### src/rtl/fsm_stim_driver.sv
// Stimulus driver that walks a testFSM partner to a commanded target state.
// Define FSM_STIM_CHECK_EN to compare the partner's Moore outputs against the shadow.
module fsm_stim_driver #(
  parameter int unsigned IDLE_GAP = 0
) (
  input  logic       clock,
  input  logic       reset_L,
  input  logic       cmd_valid,
  output logic       cmd_ready,
  input  logic [1:0] cmd_target,
  output logic       in1,
  output logic       in2,
  output logic       in3,
  input  logic       out1,
  input  logic       out2,
  output logic       done,
  output logic [1:0] steps,
  output logic [1:0] shadow_state,
  output logic       mismatch
);

  localparam logic [1:0] ST_IDLE = 2'd0;
  localparam logic [1:0] ST_STEP = 2'd1;
  localparam logic [1:0] ST_GAP  = 2'd2;
  localparam logic [1:0] ST_DONE = 2'd3;

  localparam logic [1:0] P_INIT  = 2'd0;
  localparam logic [1:0] P_READ1 = 2'd1;
  localparam logic [1:0] P_READ2 = 2'd2;
  localparam logic [1:0] P_READ3 = 2'd3;

  logic [1:0] state;
  logic [1:0] shadow;
  logic [1:0] shadow_nxt;
  logic [1:0] target;
  logic [1:0] steps_q;
  logic [3:0] gap_cnt;
  logic [2:0] vec;

  // Vector is decoded from registers only, so reset clears it without a clock.
  always_comb begin
    vec = '0;
    if (state == ST_STEP) begin
      case (shadow)
        P_INIT:  vec = (target == P_READ1) ? 3'b110 : 3'b100;
        P_READ1: vec = 3'b010;
        P_READ2: vec = 3'b001;
        default: vec = 3'b000;
      endcase
    end
  end

  assign {in1, in2, in3} = vec;

  always_comb begin
    shadow_nxt = shadow;
    case (shadow)
      P_INIT: begin
        if (vec[2] && vec[1])       shadow_nxt = P_READ1;
        else if (vec[2] && !vec[1]) shadow_nxt = P_READ2;
      end
      P_READ1: if (vec[1] && !vec[0]) shadow_nxt = P_INIT;
      P_READ2: if (|vec)              shadow_nxt = P_READ3;
      default:                        shadow_nxt = P_INIT;
    endcase
  end

  always_ff @(posedge clock or negedge reset_L) begin
    if (!reset_L) begin
      state   <= ST_IDLE;
      shadow  <= P_INIT;
      target  <= P_INIT;
      steps_q <= '0;
      gap_cnt <= '0;
    end else begin
      shadow <= shadow_nxt;
      case (state)
        ST_IDLE: begin
          if (cmd_valid) begin
            target  <= cmd_target;
            steps_q <= '0;
            state   <= (cmd_target == shadow) ? ST_DONE : ST_STEP;
          end
        end
        ST_STEP: begin
          steps_q <= steps_q + 2'd1;
          if (shadow_nxt == target) begin
            state <= ST_DONE;
          end else if ((IDLE_GAP > 0) && (shadow_nxt != P_READ3)) begin
            // read3 exits on its own, so a gap there would desynchronise the shadow.
            state   <= ST_GAP;
            gap_cnt <= 4'(IDLE_GAP);
          end else begin
            state <= ST_STEP;
          end
        end
        ST_GAP: begin
          gap_cnt <= gap_cnt - 4'd1;
          if (gap_cnt == 4'd1) state <= ST_STEP;
        end
        default: state <= ST_IDLE;
      endcase
    end
  end

  assign cmd_ready    = (state == ST_IDLE);
  assign done         = (state == ST_DONE);
  assign steps        = steps_q;
  assign shadow_state = shadow;

`ifdef FSM_STIM_CHECK_EN
  logic [1:0] exp_code;
  logic       mismatch_q;

  always_comb begin
    exp_code = 2'b11;
    case (shadow)
      P_INIT:  exp_code = 2'b10;
      P_READ1: exp_code = 2'b01;
      default: exp_code = 2'b11;
    endcase
  end

  always_ff @(posedge clock or negedge reset_L) begin
    if (!reset_L) mismatch_q <= 1'b0;
    else if ({out1, out2} != exp_code) mismatch_q <= 1'b1;
  end

  assign mismatch = mismatch_q;
`else
  logic unused_outs;
  assign unused_outs = out1 ^ out2;
  assign mismatch    = 1'b0;
`endif

endmodule

### config.mk
export PLATFORM = sky130hd
export DESIGN_NAME = fsm_stim_driver
export DESIGN_NICKNAME = d
export VERILOG_FILES = /design/src/rtl/fsm_stim_driver.sv
export SDC_FILE = /design/constraint.sdc
export NUM_CORES = 1
export LEC_CHECK = 0
export CORE_AREA = 2 2 39 41
export CTS_BUF_LIST = sky130_fd_sc_hd__clkbuf_4 sky130_fd_sc_hd__clkbuf_8
export DETAILED_ROUTE_END_ITERATION = 10
export DIE_AREA = 0 0 41 43
export PLACE_DENSITY = 0.81
export SLEW_MARGIN = 20
export SYNTH_ARGS = -nofsm -noshare
export SYNTH_HDL_FRONTEND = slang
export SYNTH_SLANG_ARGS = --single-unit
### constraint.sdc
create_clock -name clock -period 2.5 [get_ports clock]
set_input_delay 0.25 -clock clock [delete_from_list [all_inputs] [get_ports clock]]
set_output_delay 0.25 -clock clock [all_outputs]
set_load 0.005 [all_outputs]
# Yosys cells after proc, flatten, opt, wreduce, memory -nomap -nowiden
# Cells that the tools add are included.
dict set report word_totals {
  out_inout_bits 10
  wordCells 45
  regBits 12
  inputBits 7
}
dict set report classes {
  add_sub_neg 2
  n_mux 15
  n_eq_ne 11
  n_reduce_logical 12
}
# operator count
set ops {}
lappend ops {{$mux W2} 10}
lappend ops {{$pmux W2 S3} 2}
lappend ops {{$pmux W3 S3} 1}
lappend ops {{$eq A2 B1 Y1 const B} 3}
lappend ops {{$eq A2 B2 Y1 const B} 3}
lappend ops {{$reduce_and A2 Y1} 3}
lappend ops {{$eq A2 B2 Y1} 2}
lappend ops {{$eq A4 B1 Y1 const B} 1}
lappend ops {{$logic_not A2 Y1} 2}
lappend ops {{$ne A2 B2 Y1 const B} 2}
lappend ops {{$pmux W2 S2} 1}
lappend ops {{$sub A4 B1 Y4 const B} 1}
lappend ops {{$logic_and A1 B1 Y1} 3}
lappend ops {{$mux W3} 1}
lappend ops {{$reduce_or A3 Y1} 1}
lappend ops {{$add A2 B1 Y2 const B} 1}
lappend ops {{$logic_not A1 Y1} 2}
lappend ops {{$reduce_bool A2 Y1} 1}

# Logic depth before layout (Yosys ltp)
# Gate-level depths: netlist of run 1.
dict set report depth {
  depth_word 12
  mapped_depth 5
  depth_no_buf 5
}

# Worst setup path before layout of run 1
# OpenSTA, ideal clock, no wires.
dict set report synth_path {
  kind {register to output}
  startpoint {register state[1]}
  endpoint {output in3}
  setup_slack_ns 1.335
  t_arrival_ns 0.915
  path_stages_with_launch 4
  cell_sequence {dfrtp_1 nand2b_1 buf_2 nor3b_1}
}
dict set report synth_between {
  elab_chain_len 2
}
# element line
set synth_lines {}
lappend synth_lines {{from (decl)} 32} ;# logic [1:0] state;
lappend synth_lines {{from (signal assigned)} 82} ;# state <= (cmd_target == shadow) ? ST_DONE : ST_STEP;
lappend synth_lines {{$eq A2 B1 Y1} 43} ;# if (state == ST_STEP) begin
lappend synth_lines {{$mux W3} 43}
lappend synth_lines {{to (decl)} 13} ;# output logic in3,
# Every way passes these cells.

# Worst setup path in the final report of run 1
# Same ends and word-level chain as after synthesis.

==> results of run 1 <==
[kinds of logic after synthesis]
kind of cell    share of synthesized area
compound gates                     0.1079
xor+xnor                          0.07678
fa+ha+maj                         0.03656
buf+inv                           0.06581
flops                              0.4388
mux                               0.04936
other cells                      0.005479
simple gates                       0.2194
[worst max-delay path, stage by stage, from the launching register on]
cell and delay, ns:
dfrtp_1 0.44, nand2b_1 0.28, nor3b_1 0.23, clkdlybuf4s50_1 0.53
[per-layer routing]
| metal | up-vias | GRT usage |
|---|---|---|
| li1 | 244 | - |
| met1 | 212 | 0.1852 |
| met2 | 16 | 0.2281 |
| met3 | 4 | 0.01571 |
| met4 | 0 | 0.1200 |
| met5 | - | 0 |
[cell usage in the layout (no fill, tap or decap), drive strengths merged, types with 3 or more instances in the layout]
cell type and n:
xnor2 4, mux2 3, o21ai 3, dfrtp 12, nor2 7, clkdlybuf4s50 13
clkbuf 3, nor3b 3, inv 3, nand2 3
[flip-flops by register name (all words and copies together) (netlist names)]
signal,cells
shadow_state,2
state,2
gap_cnt,4
steps,2
target,2
[worst paths after layout]
kind	endpoint	slack, ns	depth (start not counted)
setup / recovery	in3	0.49	3
setup reg to reg	target[0]	1.28	2
max in group asynchronous	gap_cnt[1]	1.82	1
min in group clock	gap_cnt[3]	0.49	1
hold reg to reg	gap_cnt[3]	0.49	1
hold / removal	state[1]	0.32	1
[layout make-up]
class,instances,area (um2)
Clock buffer,3,22.52
Fill cell,118,560.5
Inverter,3,11.26
Multi-Input combinational cell,46,339.1
Sequential cell,12,300.3
Tap cell,16,20.02
Timing Repair Buffer,13,130.1
[per-stage QoR]
stage          power (mW)    util  hold slack (ns)
2_1_floorplan      0.7524       -         -0.04559
3_3_place_gp       0.9070  0.5787           0.4586
3_5_place_dp       0.9336  0.5787           0.4727
4_1_cts             1.054  0.5949           0.3333
5_1_grt             1.140  0.5949           0.3598
6_report            1.040  0.5949           0.3194
[power by group through the flow]
stage	clock network (mW)	registers [mW]	logic, mW
final	0.116	0.435	0.490
after global routing	0.135	0.456	0.549
after CTS	0.122	0.434	0.498
after detailed placement	0	0.438	0.496
after global placement	0	0.434	0.473
after floorplan	0	0.387	0.365
==> flow_summary.ini, run 1 <==
[global_routing]
grt_antenna_before_repair = 0
grt_remaining_overflow = 0
track_usage = 0.1517
grt_pass1_vias = 463
grt_max_degree = 13
grt_pass1_wl_um = 1773

[logic_synthesis]
netlist_area_um2 = 684.4
synth-edff-count = 0
ys_async_sr_fraction = 1.000
ys_seq_area_frac = 0.4388
ys_seq_elements = 12
ys.flop_type = dfrtp_1
netlist_instances = 66
synth_top_cells_by_count = 12 x dfrtp_1, 7 x nor2_1, 4 x xnor2_1
syn_avg_cell_area_um2 = 10.37
yosys_warnings = 0
syn_nets = 75
synth.most_common_cell = dfrtp_1
ys_top_cells_by_area = dfrtp_1 44%, xnor2_1 5.1%, mux2_2 4.9%, nor2_1 3.8%, ha_1 3.7%
synth_top_cell_area_share = 0.4388
yosys.area.top_type = dfrtp_1
yosysUniqueCellTypes = 30

[timing]
fmax_mhz = 498.1
finalCritPeriodShare = 0.8031
tns_ns = 0
fin_crit_ns = 2.008
worst_slew_pin_slew_ns = 0.5252
finalSetupViolCount = 0
finalHoldViolations = 0
fin_skew_ns = 0.008180
maxSlewViolCount = 0
grt_setup_unrepaired = false
worst_slack_ns = 0.4923
maxSlewHeadroom = 0.6488

[detailed_routing]
wl_per_cell_um = 11.70
m1WireLength_um = 482
viasPerCell = 5.118
dr_total_vias = 476
met2_length_um = 518
drc = 0
ant_nets = 0
drt-total-wl_um = 1088
maxUsedRoutingLayer = met4
wl_met3_um = 51
drtIter0Drc = 6
dr.pass1.iters = 4

[clocking]
cts_tree = done
clock_latency_ns = 0.27
clk_transition_reported_paths_ns = 0.07
cts_inserted_buffers = 3
cts_sinks = 12
cts_resized = 0
cts_hold_buf = 0
cts_buffer_depth = 2
htreeDepth = 1
post-cts-setup-buffer-count = 0
cts-root-buf = clkbuf_4

[min_path]
min_path_type = in -> async

[layout]
nNetsFinal = 88
post-route-cell-area_um2 = 823.3
layout-drive-gt1-share = 0.1429
layout.cells.non_filler = 93
area_growth_pct = 20.29
num_antenna_cells = 0

[power]
leakagePower_nw = 0.3410
pwr-share-seq = 0.418
swShare = 0.3748
p_int_mw = 0.6506
p_sw_mw = 0.3899
power.share.clock = 0.112
ir_worst_vdd_v = 0.0005197
comb_power_share = 0.471
power_density_mw_per_mm2 = 1264

[floorplan]
core-area_mm2 = 0.001384
start_util = 0.4946
fp.dieArea_mm2 = 0.001763
dieHeight_um = 43
die_w_um = 41
num_rows = 14
pin_count = 17

[setup_path]
crit_type = reg -> out
crit_fanout = 8
arrival_ns = 1.76
cp-startpoint = state[1]
worstPathRequired_ns = 2.25
start_kind = register
r2r-start = state[0]
crit_path_end_kind = output port

[status]
outcome = completed

[placement]
io_buffers = 13
dp.cells = 90
routabilityCongestion = 0.7641
pre_cts_slack_ns = 0.7890
post_dp_cell_area_um2 = 800.8
dp_hpwl_um = 834.2

[flow_run]
maxCapViolations = 0
No activity file was read; power rests on OpenSTA's default activity.
==> run 2: changes to the inputs <==
--- a/config.mk
+++ b/config.mk
@@ -5,11 +5,11 @@
 export SDC_FILE = /design/constraint.sdc
 export NUM_CORES = 1
 export LEC_CHECK = 0
-export CORE_AREA = 2 2 39 41
+export CORE_AREA = 2 2 41 43
 export CTS_BUF_LIST = sky130_fd_sc_hd__clkbuf_4 sky130_fd_sc_hd__clkbuf_8
 export DETAILED_ROUTE_END_ITERATION = 10
-export DIE_AREA = 0 0 41 43
-export PLACE_DENSITY = 0.81
+export DIE_AREA = 0 0 43 45
+export PLACE_DENSITY = 0.74
 export SLEW_MARGIN = 20
 export SYNTH_ARGS = -nofsm -noshare
 export SYNTH_HDL_FRONTEND = slang
==> constraint.sdc (replaced) <==
create_clock -name clock -period 1.9 [get_ports clock]
set_input_delay 0.19 -clock clock [delete_from_list [all_inputs] [get_ports clock]]
set_output_delay 0.19 -clock clock [all_outputs]
set_load 0.005 [all_outputs]
==> flow_summary.ini, run 2 (same netlist as run 1, synthesis figures left out) <==
[timing]
whs_ns = 0.2751
maxSlewHeadroom = 0.6380
fin_crit_ns = 1.825
fmax_mhz = 548.0
finalHoldViolations = 0
finalCritPeriodShare = 0.9604
finalSetupViolCount = 0
fin_skew_ns = 0.001873
worst_slew_pin_slew_ns = 0.5413
maxSlewViolCount = 0

[detailed_routing]
viasPerCell = 5.355
drtIter0Drc = 6
drt-total-wl_um = 1102
dr.pass1.iters = 4
dr_total_vias = 498
ant_nets = 0
drc = 0
wl_per_cell_um = 11.85

[placement]
post_dp_cell_area_um2 = 800.8
routabilityCongestion = 0.7515
io_buffers = 13
dp_hpwl_um = 742.9

[clocking]
cts_buffer_depth = 2
cts_sinks = 12
htreeDepth = 1
cts_hold_buf = 0
cts_inserted_buffers = 3
clk_transition_reported_paths_ns = 0.07
clock_latency_ns = 0.26
cts_tree = done
cts-root-buf = clkbuf_4
post-cts-setup-buffer-count = 0

[setup_path]
crit_slowest_cell = clkdlybuf4s50_1
worstPathRequired_ns = 1.71
crit_type = reg -> out
crit_path_end_kind = output port
r2r_slack_ns = 0.65
crit_chain = nor2b_2 -> nor2_1 -> nor3_1 -> clkdlybuf4s50_1
start_kind = register
max_stage_delay_ns = 0.52
arrival_ns = 1.63
crit_fanout = 5

[power]
leakagePower_nw = 0.3454
ir_worst_vdd_v = 0.0007320
power_density_mw_per_mm2 = 1665

[floorplan]
fp.dieArea_mm2 = 0.001935
num_rows = 14
pin_count = 17
core-area_mm2 = 0.001471
die_w_um = 43
start_util = 0.4651
dieHeight_um = 45

[layout]
post-route-cell-area_um2 = 833.3
max_flop_register = gap_cnt
largest_register_ffs = 4
area_growth_pct = 21.76
layout-drive-gt1-share = 0.1688
layout_common_cells = 13 x clkdlybuf4s50_1, 12 x dfrtp_1, 7 x nor2_1
num_antenna_cells = 0
nNetsFinal = 88
layout_commonest_cell = clkdlybuf4s50_1

[global_routing]
grt_max_degree = 13
grt_remaining_overflow = 0
grt_pass1_wl_um = 1938
grt_pass1_vias = 447
track_usage = 0.1398
grt_antenna_before_repair = 0

[status]
outcome = completed

[min_path]
min_path_type = in -> async

[flow_run]
maxCapViolations = 0
## run 2: cell counts in the layout (fill, tap and decap cells not counted)
Identical to the previous run, type by type.
## run 2: final cells by class
class	instances	area, um2
clock buffers	3	22.52
fillers	139	638.1
inverters	3	11.26
multi-input cells	46	349.1
flip-flops and latches	12	300.3
repair buffers	13	130.1
well taps	16	20.02
## run 2: final timing paths
path / startpoint / endpoint / cells after the start
worst max-delay path: target[0] / in2 / 4
min in group clock: gap_cnt[3] / gap_cnt[3] / 1
worst min-delay path: reset_L / state[1] / 1
max in group asynchronous: reset_L / gap_cnt[1] / 1
worst max register to register: state[0] / gap_cnt[3] / 3
worst min register to register: gap_cnt[3] / gap_cnt[3] / 1
## run 2: critical path: cells and delay by family, from the launching register on
kind | cells | cell delay, ns
flip-flops | 1 | 0.42
buffers and inverters | 1 | 0.52
AND/OR/NAND/NOR | 3 | 0.43
## run 2: what timing repair did
| item | CTS | global route |
|---|---|---|
| resized for setup | 2 | 1 |
| endpoints found under the setup margin | 1 | 1 |
| cloned | 0 | 0 |
## run 2: metal layers
layer | global-route usage | vias to the layer above | wire, um
li1 | - | 243 | -
met1 | 0.1679 | 236 | 524
met2 | 0.2333 | 19 | 503
met3 | 0.03600 | 0 | 74
met4 | 0.07273 | 0 | 0
met5 | 0 | - | 0
## run 2: power breakdown
group	switching (mW)	total, mW	internal, mW
registers	0.204	0.587	0.383
logic	0.235	0.648	0.413
clock network	0.0792	0.152	0.0732
total	0.518	1.39	0.869
## run 2: through the flow
step / utilization / total power, mW / setup TNS [ns] / cells / worst slack (ns)
3_5_place_dp: 0.5442 / 1.219 / 0 / 90 / 0.2647
4_1_cts: 0.5646 / 1.402 / 0 / 93 / 0.02697
2_1_floorplan: - / 0.9900 / 0 / 66 / 0.7717
5_1_grt: 0.5663 / 1.526 / -0.02070 / 93 / -0.02070
6_report: 0.5663 / 1.387 / 0 / 93 / 0.07516
3_3_place_gp: 0.5442 / 1.194 / 0 / 90 / 0.2742
==> RTL change 1 (config.mk and constraints of run 1) <==
The option `FSM_STIM_CHECK_EN` is turned on by a define.
--- a/src/rtl/fsm_stim_driver.sv
+++ b/src/rtl/fsm_stim_driver.sv
@@ -2,2 +2,4 @@
 // Define FSM_STIM_CHECK_EN to compare the partner's Moore outputs against the shadow.
+`define FSM_STIM_CHECK_EN
+
 module fsm_stim_driver #(
Function: changed (Yosys sat finds a counterexample within 4 cycles, from zero or initial values and one cycle with reset_L low).
==> RTL change 1 against run 1 <==
Sequential share of layout area shrank 0.61 points; fmax grew 2.5%; non-clock buffer count grew 3; power grew 6.4%; cell area grew 10%; critical path depth is the same; clock skew shrank 0.0033 ns; setup slack gained 0.050 ns; sequential power grew 5.5%; area after synthesis grew 5.7%; sequential cell count grew 1; routed wire length grew 19%; critical path type unchanged; largest cell class unchanged; highest routed layer unchanged.
==> RTL change 1: results (changes against run 1) <==
- Status: finished, final reports clean
* Number of nets in the layout: 98 (+11%)
* Number of global-route vias before repair: 509 (+9.9%)
- The multi-input combinational area share was 0.397 (-0.0146).
* Clock tree skew after final layout: 0.00491 ns (-0.00327 ns)
- The leakage power summed over all cells is 0.393 nW (+15%).
- Share of cells above drive strength 1: 0.125 (-0.0179)
- Maximum vdd drop: 0.000711 V (+37%)
* Wire length on met1: 626 um (+30%)
* Post-synth top cells: 13 x dfrtp_1, 11 x nor2_1, 5 x o21ai_0
- Worst endpoint data arrival time: 1.71 ns (-0.05 ns)
- Total of clock buffers placed in the layout: 4 (+1)
- Part of the total power dissipated in sequential elements: 0.415 (-0.003)
* Power after layout: 1.11 mW (+6.4%)
- The post-synthesis cell type count was 29 (-3.3%).
- Maximum number of pins on one net before global-route repair: 14 (+1)
- The cell count of the worst reg-to-reg path was 3 (+1).
- Count of input and output buffers: 16 (+3)
- Multi-input gate count: 52 (+13%)
* Number of cells in the finished layout apart from fillers: 104 (+12%)
- Top post-synthesis cells by area: dfrtp_1 45%, nor2_1 5.7%, xnor2_1 4.8%
* Clock-cell share of area: 0.0331 (+0.00575)
- Critical register-to-register path endpoint: target[1]$_DFFE_PN0P_
* Register area: 325 sq um (+8.3%)
* Signal buffers: 16 (+3)
RTL change 1: cells by family (layout without fill, tap and decap cells):
kind of cell	Yosys count	after routing	share of synthesized area
adders and majority gates	2	2	0.0346
muxes	4	4	0.0709
AOI/OAI and AO/OA	12	12	0.102
DFF	13	13	0.450
and+or+nand+nor	28	28	0.218
xor gates and xnor gates	6	6	0.0727
buffers and inverters	7	23	0.0519
RTL change 1: stage by stage:
| step | setup slack [ns] | hold WS (ns) | cell area [sq um] |
|---|---|---|---|
| 2_1_floorplan | 1.35 | -0.0456 | 723 |
| 3_3_place_gp | 0.857 | 0.462 | 877 |
| 3_5_place_dp | 0.834 | 0.458 | 877 |
| 4_1_cts | 0.521 | 0.363 | 907 |
| 5_1_grt | 0.439 | 0.413 | 907 |
| 6_report | 0.542 | 0.355 | 907 |
RTL change 1: per-layer routing:
layer / global-route usage / up-vias
li1: - / 273
met1: 0.238 / 248
met2: 0.272 / 9
met3: 0.0471 / 2
met4: 0.0600 / 0
met5: 0 / -
==> RTL change 2 (config.mk and constraints of run 1) <==
Without the edit above. Add an input register stage for `cmd_target`; this delays it by one clock. The other inputs are not delayed to match.
--- a/src/rtl/fsm_stim_driver.sv
+++ b/src/rtl/fsm_stim_driver.sv
@@ -30,2 +30,8 @@
   localparam logic [1:0] P_READ3 = 2'd3;
+
+  logic [1:0] cmd_target_q;
+
+  always_ff @(posedge clock) begin
+    cmd_target_q <= cmd_target;
+  end
 
@@ -79,5 +85,5 @@
           if (cmd_valid) begin
-            target  <= cmd_target;
+            target  <= cmd_target_q;
             steps_q <= '0;
-            state   <= (cmd_target == shadow) ? ST_DONE : ST_STEP;
+            state   <= (cmd_target_q == shadow) ? ST_DONE : ST_STEP;
           end
Formal check against the unedited RTL: not equivalent (a bounded check fails within 4 cycles, from zero or initial values and one cycle with reset_L low).
==> RTL change 2 against run 1 <==
Routed wire length is 4.4% higher; utilization is 2.8 points higher; synthesized cell count is 4.5% higher; power is 6.5% higher; fmax is 1.7% higher; global-route usage is 1.1 points higher; area after synthesis is 4.6% higher; setup slack better by 0.034 ns; cell area is 4.7% higher; sequential share of layout area is 3.0 points higher; sequential cell count is 2 higher; critical path type unchanged; critical endpoint unchanged; largest cell class is now flip-flops and latches; highest routed layer unchanged.
==> RTL change 2: results (changes against run 1) <==
- The number of antenna diodes came to 0 (unchanged).
- Worst Tran Pin Value: 0.530 ns (+0.00474 ns)
- Share of flip-flops with an asynchronous set or reset after synthesis: 0.857 (-0.143)
- Global-route track usage on met1: 0.205 (+0.0202)
* Count of instances resized after the clock tree is built: 0 (unchanged)
* Placed cell areas: 832 sq um (+3.9%)
- The worst IR drop on VDD came to 0.000535 V (+2.9%).
- Mapped Nets: 78 (+4.0%)
- The initial detailed-routing violation count was 6 (unchanged).
- The sequential cell area fraction in the yosys report came to 0.476 (+0.0368).
* Total Routing Usage GR: 0.163 (+0.0112)
* Met2 demand-to-capacity share in global routing: 0.244 (+0.0156)
* Clock tree skew after final layout: 0.00908 ns (+0.000902 ns)
- The maximum clock path buffer count was 2 (unchanged).
* Flip-flop count of the largest register, all copies and words added: 4 (unchanged)
- The pin count of the biggest net entering global routing came to 13 (unchanged).
- The post-layout instance count excluding filler cells is 97 (+4.3%).
* Leakage power: 0.372 nW (+9.0%)
- The placer's final routability congestion estimate is 0.706 (-7.6%).
- Peak per-stage delay on the critical path: 0.52 ns
- Peak fanout along the critical path: 8 (unchanged)
- Post-synth top cells: 12 x dfrtp_1, 9 x nor2_1, 5 x o21ai_0
- The number of cells after detailed placement is 93 (+3.3%).
* Post-CTS repair timing setup buffer count: 0 (unchanged)
- Count of input and output buffers: 13 (unchanged)
- Antenna violations before repair: 0 (unchanged)
- The clock reaches the later pin of the worst-skew pair after 0.28 ns.
- Number of global-route vias before repair: 482 (+4.1%)
* Top routing layer in use: met4
- Among all stages on the critical path, the largest delay is contributed by clkdlybuf4s50_1.
* Status: finished, final reports clean
- Wire length on met1: 523 um (+8.5%)
- Post-DP HPWL: 812 um (-2.7%)
- The detailed-route vias per instance is 5.16 (+0.91%).
- The fraction of met3 tracks used by global routing is 0.0471 (+0.0314).
- The post-placement setup slack was 0.830 ns (+0.0408 ns).
- Sum of met3 wire segment lengths after detailed routing: 58 um (+14%)
- The maximum level of the CTS H-tree was 1 (unchanged).
- In this run the worst hold path is classified as in -> async.
- The cell sitting at the root of the clock tree is a clkbuf_4.
* Register clock-pin slew on the reported worst setup and hold paths: 0.09 ns (+0.02 ns)
* Worst endpoint data arrival time: 1.72 ns (-0.04 ns)
- The length of routed met2 wiring is 543 um (+4.8%).
- Broken down by cell family, the worst path's largest delay share belongs to buffers and inverters.
* TritonCTS buffer count: 3 (unchanged)
- Average cell area after synthesis: 10.4 sq um (about the same)
- The first-pass GRT wire length is 1960 um (+10%).
- The warning count from the yosys run was 0 (unchanged).
* Register with the most flip-flops: gap_cnt
* Number of nets in the layout: 91 (+3.4%)
- DR WL/cell: 11.7 um (+0.11%)
- The post-synthesis cell type count is 30 (unchanged).
- Ranked by total cell area, the synthesized netlist is headed by dfrtp_1 42%, dfxtp_1 5.6%, xnor2_1 4.9%.
- The share of layout cells above drive strength 1 came to 0.111 (-0.0317).
==> RTL change 2: cell count changes after synthesis, sizes merged, moves of 2 or more <==
cell          run 1  this run
nor2              7         9
nor2b             2         0
mux2i             0         2
dfxtp             0         2
o21ai             3         5
nor3b             3         1
==> RTL change 2: logic make-up after synthesis <==
group,after synthesis,synth area share
AO/OA/AOI/OAI,10,0.0857
XOR/XNOR,6,0.0734
adder cells (fa/ha/maj),2,0.0350
buffers and inverters,8,0.0629
flip-flops,14,0.476
multiplexers,4,0.0699
other,1,0.00524
AND/OR/NAND/NOR,24,0.192
==> RTL change 2: final timing paths <==
| path | from | end | slack (ns) | depth (start not counted) |
|---|---|---|---|---|
| max | state[1]$_DFFE_PN0P_ | in3 | 0.53 | 3 |
| min | reset_L | gap_cnt[2]$_DFFE_PN0N_ | 0.31 | 1 |
| max reg2reg | state[0]$_DFFE_PN0P_ | state[1]$_DFFE_PN0P_ | 1.29 | 4 |
| min reg2reg | gap_cnt[3]$_DFFE_PN0N_ | gap_cnt[3]$_DFFE_PN0N_ | 0.49 | 1 |
| max in group asynchronous | reset_L | shadow_state[1]$_DFF_PN0_ | 1.83 | 1 |
| min in group clock | cmd_target[1] | cmd_target_q[1]$_DFF_P_ | 0.42 | 1 |
==> RTL change 2: report_power, final <==
part,switching (mW),total (mW),internal [mW]
clock,0.0705,0.143,0.0726
combinational,0.194,0.496,0.302
sequential,0.144,0.468,0.324
total,0.408,1.11,0.700
==> RTL change 2: cell type report <==
class / instances / area, sq um
Multi-Input combinational cell: 47 / 330
Inverter: 3 / 11.3
Tap cell: 16 / 20.0
Timing Repair Buffer: 13 / 130
Clock buffer: 4 / 30.0
Fill cell: 128 / 522
Sequential cell: 14 / 340
